===== src/rtl/watch_pkg.sv =====
// Shared definitions for the watch alarm path: state encoding, BCD digit limits, helpers.
// No timing or backpressure of its own; constants and a pure function only.
package watch_pkg;

  localparam logic [2:0] ST_IDLE    = 3'd0;
  localparam logic [2:0] ST_EDIT    = 3'd1;
  localparam logic [2:0] ST_ARMED   = 3'd2;
  localparam logic [2:0] ST_RINGING = 3'd3;
  localparam logic [2:0] ST_SNOOZE  = 3'd4;

  typedef enum logic [2:0] {
    IDLE    = ST_IDLE,
    EDIT    = ST_EDIT,
    ARMED   = ST_ARMED,
    RINGING = ST_RINGING,
    SNOOZE  = ST_SNOOZE
  } alarmState_t;

  localparam logic [3:0] H1_MAX       = 4'd2;
  localparam logic [3:0] H0_MAX       = 4'd9;
  localparam logic [3:0] H0_MAX_AT_20 = 4'd3;
  localparam logic [3:0] M1_MAX       = 4'd5;
  localparam logic [3:0] M0_MAX       = 4'd9;

  localparam logic [1:0] DIG_H1 = 2'd0;
  localparam logic [1:0] DIG_H0 = 2'd1;
  localparam logic [1:0] DIG_M1 = 2'd2;
  localparam logic [1:0] DIG_M0 = 2'd3;

  function automatic logic [3:0] satInc(input logic [3:0] v);
    return (v == 4'hF) ? v : v + 4'd1;
  endfunction

endpackage


===== src/rtl/alarm_bcd_inc.sv =====
// Next value of one BCD alarm digit with wrap; hour-units limit drops to 3 in the 20s.
// Purely combinational, no backpressure.
module alarm_bcd_inc
  import watch_pkg::*;
(
  input  logic [3:0] digit,
  input  logic [1:0] digitIdx,
  input  logic [3:0] hour1,
  output logic [3:0] nextDigit
);

  logic [3:0] limit;

  always_comb begin
    limit = M0_MAX;
    case (digitIdx)
      DIG_H1:  limit = H1_MAX;
      DIG_H0:  limit = (hour1 == H1_MAX) ? H0_MAX_AT_20 : H0_MAX;
      DIG_M1:  limit = M1_MAX;
      default: limit = M0_MAX;
    endcase
    nextDigit = (digit >= limit) ? 4'd0 : digit + 4'd1;
  end

endmodule


===== src/rtl/alarm_controller.sv =====
// Alarm sequencer: edit/arm/ring/snooze/timeout; every output registered, one-cycle latency.
// No backpressure: button and minute pulses are consumed in the cycle they arrive.
module alarm_controller
  import watch_pkg::*;
#(
  parameter int RING_MINUTES   = 1,
  parameter int SNOOZE_MINUTES = 5
) (
  input  logic       clk,
  input  logic       reset,
  input  logic       minTick,
  input  logic [3:0] curHour1,
  input  logic [3:0] curHour0,
  input  logic [3:0] curMin1,
  input  logic [3:0] curMin0,
  input  logic       btnMode,
  input  logic       btnNext,
  input  logic       btnUp,
  input  logic       btnAck,
  input  logic       btnSnooze,
  output logic       alarm,
  output logic       armed,
  output logic       editing,
  output logic [1:0] cursor,
  output logic [3:0] savHour1,
  output logic [3:0] savHour0,
  output logic [3:0] savMin1,
  output logic [3:0] savMin0
);

  localparam logic [3:0] RING_LIM   = 4'(RING_MINUTES);
  localparam logic [3:0] SNOOZE_LIM = 4'(SNOOZE_MINUTES);

  alarmState_t state, stateNext;
  logic [3:0]  ringCnt, ringNext, ringInc;
  logic [3:0]  snzCnt, snzNext, snzInc;
  logic [1:0]  cursorNext;
  logic [3:0]  h1Next, h0Next, m1Next, m0Next;
  logic [3:0]  selDigit, incDigit;
  logic        timeMatch;

  always_comb begin
    case (cursor)
      DIG_H1:  selDigit = savHour1;
      DIG_H0:  selDigit = savHour0;
      DIG_M1:  selDigit = savMin1;
      default: selDigit = savMin0;
    endcase
  end

  alarm_bcd_inc uInc (
    .digit    (selDigit),
    .digitIdx (cursor),
    .hour1    (savHour1),
    .nextDigit(incDigit)
  );

  assign timeMatch = (savHour1 == curHour1) && (savHour0 == curHour0) &&
                     (savMin1 == curMin1) && (savMin0 == curMin0);
  assign ringInc   = satInc(ringCnt);
  assign snzInc    = satInc(snzCnt);

  always_comb begin
    stateNext  = state;
    ringNext   = ringCnt;
    snzNext    = snzCnt;
    cursorNext = cursor;
    h1Next     = savHour1;
    h0Next     = savHour0;
    m1Next     = savMin1;
    m0Next     = savMin0;
    case (state)
      IDLE: begin
        if (btnMode) begin
          stateNext  = EDIT;
          cursorNext = DIG_H1;
        end
      end
      EDIT: begin
        if (btnMode) begin
          stateNext = ARMED;
        end else if (btnNext) begin
          cursorNext = cursor + 2'd1;
        end else if (btnUp) begin
          case (cursor)
            DIG_H1: begin
              h1Next = incDigit;
              // Entering the 20s must never leave an illegal hour like 27.
              if (incDigit == H1_MAX && savHour0 > H0_MAX_AT_20) h0Next = H0_MAX_AT_20;
            end
            DIG_H0:  h0Next = incDigit;
            DIG_M1:  m1Next = incDigit;
            default: m0Next = incDigit;
          endcase
        end
      end
      ARMED: begin
        if (btnMode) begin
          stateNext = IDLE;
        end else if (minTick && timeMatch) begin
          stateNext = RINGING;
          ringNext  = 4'd0;
        end
      end
      RINGING: begin
        if (btnMode) begin
          stateNext = IDLE;
        end else if (btnAck) begin
          stateNext = ARMED;
        end else if (btnSnooze) begin
          stateNext = SNOOZE;
          snzNext   = 4'd0;
        end else if (minTick) begin
          ringNext = ringInc;
          if (ringInc == RING_LIM) stateNext = ARMED;
        end
      end
      SNOOZE: begin
        if (btnMode) begin
          stateNext = IDLE;
        end else if (btnAck) begin
          stateNext = ARMED;
        end else if (minTick) begin
          snzNext = snzInc;
          if (snzInc == SNOOZE_LIM) begin
            stateNext = RINGING;
            ringNext  = 4'd0;
          end
        end
      end
      default: stateNext = IDLE;
    endcase
  end

  // Status outputs are decoded from the next state so they settle with the state register.
  always_ff @(posedge clk) begin
    if (reset) begin
      state    <= IDLE;
      ringCnt  <= 4'd0;
      snzCnt   <= 4'd0;
      cursor   <= 2'd0;
      savHour1 <= 4'd0;
      savHour0 <= 4'd0;
      savMin1  <= 4'd0;
      savMin0  <= 4'd0;
      alarm    <= 1'b0;
      armed    <= 1'b0;
      editing  <= 1'b0;
    end else begin
      state    <= stateNext;
      ringCnt  <= ringNext;
      snzCnt   <= snzNext;
      cursor   <= cursorNext;
      savHour1 <= h1Next;
      savHour0 <= h0Next;
      savMin1  <= m1Next;
      savMin0  <= m0Next;
      alarm    <= (stateNext == RINGING);
      armed    <= (stateNext == ARMED) || (stateNext == RINGING) || (stateNext == SNOOZE);
      editing  <= (stateNext == EDIT);
    end
  end

endmodule


===== config.mk =====
export PLATFORM = sky130hd
export DESIGN_NAME = alarm_controller
export DESIGN_NICKNAME = d
export VERILOG_FILES = /design/src/rtl/watch_pkg.sv /design/src/rtl/alarm_bcd_inc.sv /design/src/rtl/alarm_controller.sv
export SDC_FILE = /design/constraint.sdc
export NUM_CORES = 1
export LEC_CHECK = 0
export ABC_AREA = 0
export BUFFER_PORTS_ARGS = -buffer_cell sky130_fd_sc_hd__buf_4
export CAP_MARGIN = 15
export CORE_UTILIZATION = 35
export CTS_BUF_LIST = sky130_fd_sc_hd__clkbuf_16
export DETAILED_ROUTE_END_ITERATION = 10
export PLACE_DENSITY_LB_ADDON = 0.08
export SYNTH_ARGS = -nofsm -noshare
export SYNTH_HDL_FRONTEND = slang
export SYNTH_SLANG_ARGS = --single-unit

===== constraint.sdc =====
create_clock -name clk -period 8.8 [get_ports clk]
set_input_delay 0.44 -clock clk [delete_from_list [all_inputs] [get_ports clk]]
set_output_delay 0.44 -clock clk [all_outputs]
set_load 0.1 [all_outputs]

# Word level (Yosys, flattened, before mapping)
# Index checks and enable logic that the tools add are counted.
[word_totals]
ff_bits = 32
latchBits = 0
ram_bits = 0
romBits = 0
output_inout_bits = 21
elab_cells = 120
memories = 0
[op_classes]
add_sub_neg = 4
mul = 0
n_div = 0
n_lt_le_gt_ge = 2
n_eq_ne = 35
shift = 0
mux = 44
bitwise = 3
n_reduce_logical = 21
[ops]
columns = ["cell", "count"]
rows = [
  ["2-to-1 mux 4 bit", 21],
  ["2-to-1 mux 3 bit", 13],
  ["case mux 4 bit (3 select lines)", 3],
  ["!= test 2 bit (second input constant)", 15],
  ["equality test 4 bit", 4],
  ["case mux 4 bit (2 select lines)", 2],
  ["case mux 3 bit (5 select lines)", 1],
  ["AND reduction 5 bit", 3],
  ["adder 4 x 1 -> 4 bit (second input constant)", 3],
  ["equality test 3 x 2 -> 1 bit (second input constant)", 4],
  ["AND reduction 11 bit", 1],
  ["equality test 4 x 2 -> 1 bit (second input constant)", 2],
  ["equality test 4 bit (second input constant)", 2],
  ["AND reduction 7 bit", 1],
  ["equality test 3 x 1 -> 1 bit (second input constant)", 2],
  ["equality test 3 bit (second input constant)", 2],
  ["2-to-1 mux 2 bit", 3],
  ["AND reduction 6 bit", 1],
  ["nonzero test 2 bit", 3],
  ["logical AND 1 bit", 5],
  ["equality test 4 x 1 -> 1 bit (second input constant)", 1],
  ["equality test 4 x 3 -> 1 bit (second input constant)", 1],
  ["greater-or-equal comparator 4 bit", 1],
  ["greater-than comparator 4 x 2 -> 1 bit (second input constant)", 1],
  ["other kinds (11)", 14],
]

# Depth between registers and ports, before layout
[logic_depth]
word_depth = 12
ltp_mapped = 13
depth_no_buf = 12

# Modules after synthesis
# A second synthesis with hierarchy kept.
[unflattened]
hier_cells = 269
area_unflattened_um2 = 2178.3
[modules_own_cells]
columns = ["module", "instances", "cells_each", "area_each_um2"]
rows = [
  ["alarm_controller", 1, 245, 2000.7],
  ["alarm_bcd_inc", 1, 24, 177.7],
]

# Worst setup path after synthesis
# OpenSTA, ideal clock, no wires.
[synth_timing]
kind = "reg-to-reg"
start = "register cursor[0]"
end = "register savHour0[0]"
t_arrival_ps = 3819
path_slack_ps = 4862
path_stages_with_launch = 12
n_path_buf = 0
period_less_slack_ps = 3938
cell_sequence = "dfxtp_1 -> inv_1 -> ha_1 -> a222oi_1 -> mux2i_1 -> ha_1 -> or2_1 -> a21o_1 -> a21boi_1 -> o2111ai_1 -> o31a_1 -> o221a_1"
[synth_via]
elab_chain_cells = 8
word_cells_on_any_way = 14
cone_classes = "1 x add/sub; 1 x order compare; 4 x eq/ne; 4 x mux; 4 x reduce/logical"
[synth_rtl]
columns = ["element", "line", "rtl"]
rows = [
  ["start: declaration", "alarm_controller.sv:24", "output logic [1:0] cursor,"],
  ["start signal: assignment", "alarm_controller.sv:153", "cursor <= cursorNext;"],
  ["equality test 2 bit, or another cell as far along", "alarm_bcd_inc.sv:16, alarm_controller.sv:43", ""],
  ["case mux 4 bit (3 select lines), on equally long branches", "alarm_controller.sv:43, alarm_bcd_inc.sv:16", ""],
  ["adder 4 x 1 -> 4 bit or greater-or-equal comparator 4 bit (tied branches)", "alarm_bcd_inc.sv:22", "nextDigit = (digit >= limit) ? 4'd0 : digit + 4'd1;"],
  ["2-to-1 mux 4 bit", "alarm_bcd_inc.sv:22", ""],
  ["equality test 4 x 2 -> 1 bit", "alarm_controller.sv:89", "if (incDigit == H1_MAX && savHour0 > H0_MAX_AT_20) h0Next = H0_MAX_AT_20;"],
  ["logical AND 1 bit", "alarm_controller.sv:89", ""],
  ["!= test 2 bit (no line)", "n/a", ""],
  ["AND reduction 6 bit (no line)", "n/a", ""],
  ["end signal: assignment", "alarm_controller.sv:155", "savHour0 <= h0Next;"],
  ["end: declaration", "alarm_controller.sv:26", "output logic [3:0] savHour0,"],
]
# Several ways; a longest one is shown, not always the timed one.
# A chain may end at the register's enable or synchronous reset.

# Worst setup path after layout
# Ends and elaborated chain as after synthesis.

==> key figures <==
Pwr
  – Power Density: between 100 and 150 nW/um2
  – Maximum vdd drop: 0.1230 mV
  – Total power draw: between 0.3 and 0.4 mW
  – Pleak: approximately 1.1 nW

Finish
  – Layout cells sized above 1: between 15 and 20%
  – Most common cell after layout, fill and taps aside: buf_4
  – P&R area growth vs syn: 25.60%
  – Most frequent cells in the layout: 44 x buf_4, 32 x nor2_1, 32 x dfxtp_1
  – Final #Nets: 341
  – # diodes: 0
  – Non-Filler Instances: between 300 and 400

Detailed routing
  – Routed WL: 5.778 mm
  – Residual DRC count: 0
  – Vias per cell: around 5.4
  – Routed Antenna Nets: 0
  – DR pass1 iterations: 6
  – Initial DRC count: approximately 160
  – DR vias: a little over 2,000
  – DR WL/cell: 15.21 um

STA
  – Setup_tns: 0 ps
  – Skew final: ~4.6 ps
  – Slew Limit Fails: 0
  – Worst setup margin: roughly 5200 ps
  – Hold slack final: 517.3 ps
  – RSZ-0062 raised after global routing: no
  – Final cycle utilization of the critical path: about two fifths
  – F_max: approximately 280 MHz
  – Setup violations, final: 0
  – Slew @ Worst Pin: between 500 and 600 ps
  – Endpoints failing hold: 0
  – Max-Slew Margin vs Limit: approximately three fifths
  – Final min period: between 3000 and 4000 ps

Logic synthesis
  – FFs w/ async S/R, synth: 0%
  – Top cell type by total area after synthesis: dfxtp_1
  – Synth top area share: 29.78%
  – Register area share after synthesis: between 20% and 30%
  – Primary FF master, synth: dfxtp_1
  – Number of enable flip-flop cells after synthesis: 0
  – Post-synthesis cell count: ~260
  – Synth top area cells: dfxtp_1 30%, ha_1 7.6%, xnor2_1 5.7%
  – Synth warnings: 0
  – Seq cells post-synth: 32
  – Syn avg cell area: between 8 and 9 um2
  – Synth Cell Area: between 2000 and 2500 um2
  – Net Count, Synth: roughly 300
  – Synth cell types: 51

Placement
  – Global placement routability congestion: ~0.81
  – IO Port Bufs: 44
  – Placed Cells: approximately 370
  – Hpwl dp: around 4.3 mm
  – Dpl ws: about 5200 ps

Global routing
  – Initial antenna violation count: 0
  – Global-route wire length before repair: about 9 mm
  – Total global routing overflow: 0
  – All-layer global routing usage: 18.21%
  – Vias in the first global route: ~1,800
  – Pin count of the biggest net entering global routing: 27

Die
  – Die X: approximately 80 um
  – # rows: 28
  – CORE AREA: 5921 um2
  – Initial cell density of the core: ~36%
  – Die outline height: 80.39 um
  – Die Area: 6463 um2
  – Boundary pin count: 45

Setup path
  – Critical path's most frequent cell: ha_1
  – Crit-path max cell delay: roughly 440 ps
  – Worst setup SP type: flop
  – Top Family by Delay on Critical Path: compound AO/OA/AOI/OAI gates
  – R2R setup slack: 5240 ps
  – Beginning of the critical path: cursor[0]
  – Critical-path cell list: inv_1, ha_1, a222oi_1, mux2i_1, ha_1, or2_1, a21o_1, a21boi_1, o2111ai_1, o31a_1, o221a_1
  – R2R depth: 11
  – Crit-path max FO: 7
  – CP Data Required Time: 8960 ps
  – Critical path class: reg2reg
  – Worst Path Buf+Inv: 1
  – Arrival time at the worst endpoint: approximately 3700 ps
  – Crit-path slowest cell: dfxtp_1
  – Critical Path Stages: 11
  – R2R Path Start: cursor[0]
  – Critical Path End Type: flop
  – FF-to-FF End: savHour0[0]
  – CP Capture Point: savHour0[0]

CTS
  – CTS resizes: 0
  – Postcts setup bufs: 0
  – H-tree levels: 2
  – CTS Sinks: 32
  – CTS tree: built
  – Number of hold buffers added after cts: 0
  – Cts bufs inserted: 5
  – Clock Latency Late Sink: around 280 ps
  – CTS root buffer: clkbuf_16
  – Clock transition at path regs: ~50 ps
  – Clk buf depth: 2

Worst hold path
  – Worst Hold Class: reg2reg

Run status
  – Status: completed

Flow run
  – Max-cap violations: 0
-- worst min path at each step --
stage	start	endpoint	cells past startpoint
floorplan	ringCnt[1]	ringCnt[1]	2
global placement	ringCnt[1]	ringCnt[1]	2
detailed placement	ringCnt[1]	ringCnt[1]	2
CTS	ringCnt[1]	ringCnt[1]	2
global route	btnNext	savHour1[0]	4
finish	ringCnt[1]	ringCnt[1]	2
-- layout make-up --
class	count	area [um2]
inverter	15	56.30
timing repair buffer	44	330.3
fill	606	3219
multi-input combinational	206	1418
tap	75	93.84
clock buffer	5	125.1
sequential	32	640.6
clock inverter	3	37.54
-- worst register-to-register path, cell delays in order (launching register included) --
cell and delay, ps:
dfxtp_1 440, inv_1 140, ha_1 320, a222oi_1 360, mux2i_1 200, ha_1 330, or2_1 220, a21o_1 190
a21boi_1 410, o2111ai_1 300, o31a_1 330, o221a_1 220
-- cell usage after synthesis (all sizes together) (3+ instances only) --
library cell,number
xnor2,15
xor2,5
nor2,32
nand2,22
a222oi,4
ha,13
mux2i,11
nand2b,4
inv,15
nor3,4
a21oi,16
o221a,4
a211oi,5
nor2b,3
dfxtp,32
nand3,10
clkbuf,7
o21ai,16
nand4,6
-- registers in the layout, summed over array words and instances, names as in the netlist --
register / cells
alarm: 1
armed: 1
cursor: 2
editing: 1
ringCnt: 4
savHour0: 4
savHour1: 4
savMin0: 4
savMin1: 4
snzCnt: 4
state: 3
-- layer usage --
metal,vias to the layer above,GRT usage [%],share of wire (%)
met5,-,0,0
met4,0,6.071,1.6
met3,13,2.841,5.2
met2,71,29.75,45
met1,922,24.16,48
li1,1032,-,-
-- stage by stage --
stage	area, um2	util, %
4_1_cts	2701	45.63
5_1_grt	2701	45.63
6_report	2701	45.63
2_1_floorplan	2151	-
3_5_place_dp	2539	42.88
3_3_place_gp	2539	42.88
-- power breakdown --
part / total (mW) / internal, mW / leakage (nW) / switching, mW
Sequential: 0.151 / 0.147 / 0.259 / 0.00320
Clock: 0.194 / 0.131 / 0.0789 / 0.0627
Combinational: 0.0456 / 0.0175 / 0.752 / 0.0281
Total: 0.390 / 0.296 / 1.09 / 0.0940
-- cell families (layout without fill, tap and decap cells) --
family	count (synthesis)	in the layout	share of synthesized area (%)
DFF	32	32	29.78
adders and majority gates	13	13	7.563
AOI/OAI and AO/OA	64	64	21.35
and+or+nand+nor	97	97	22.86
buffers and inverters	24	67	4.305
xor gates and xnor gates	20	20	8.494
muxes	12	12	5.643
(Power assumes the default switching activity.)
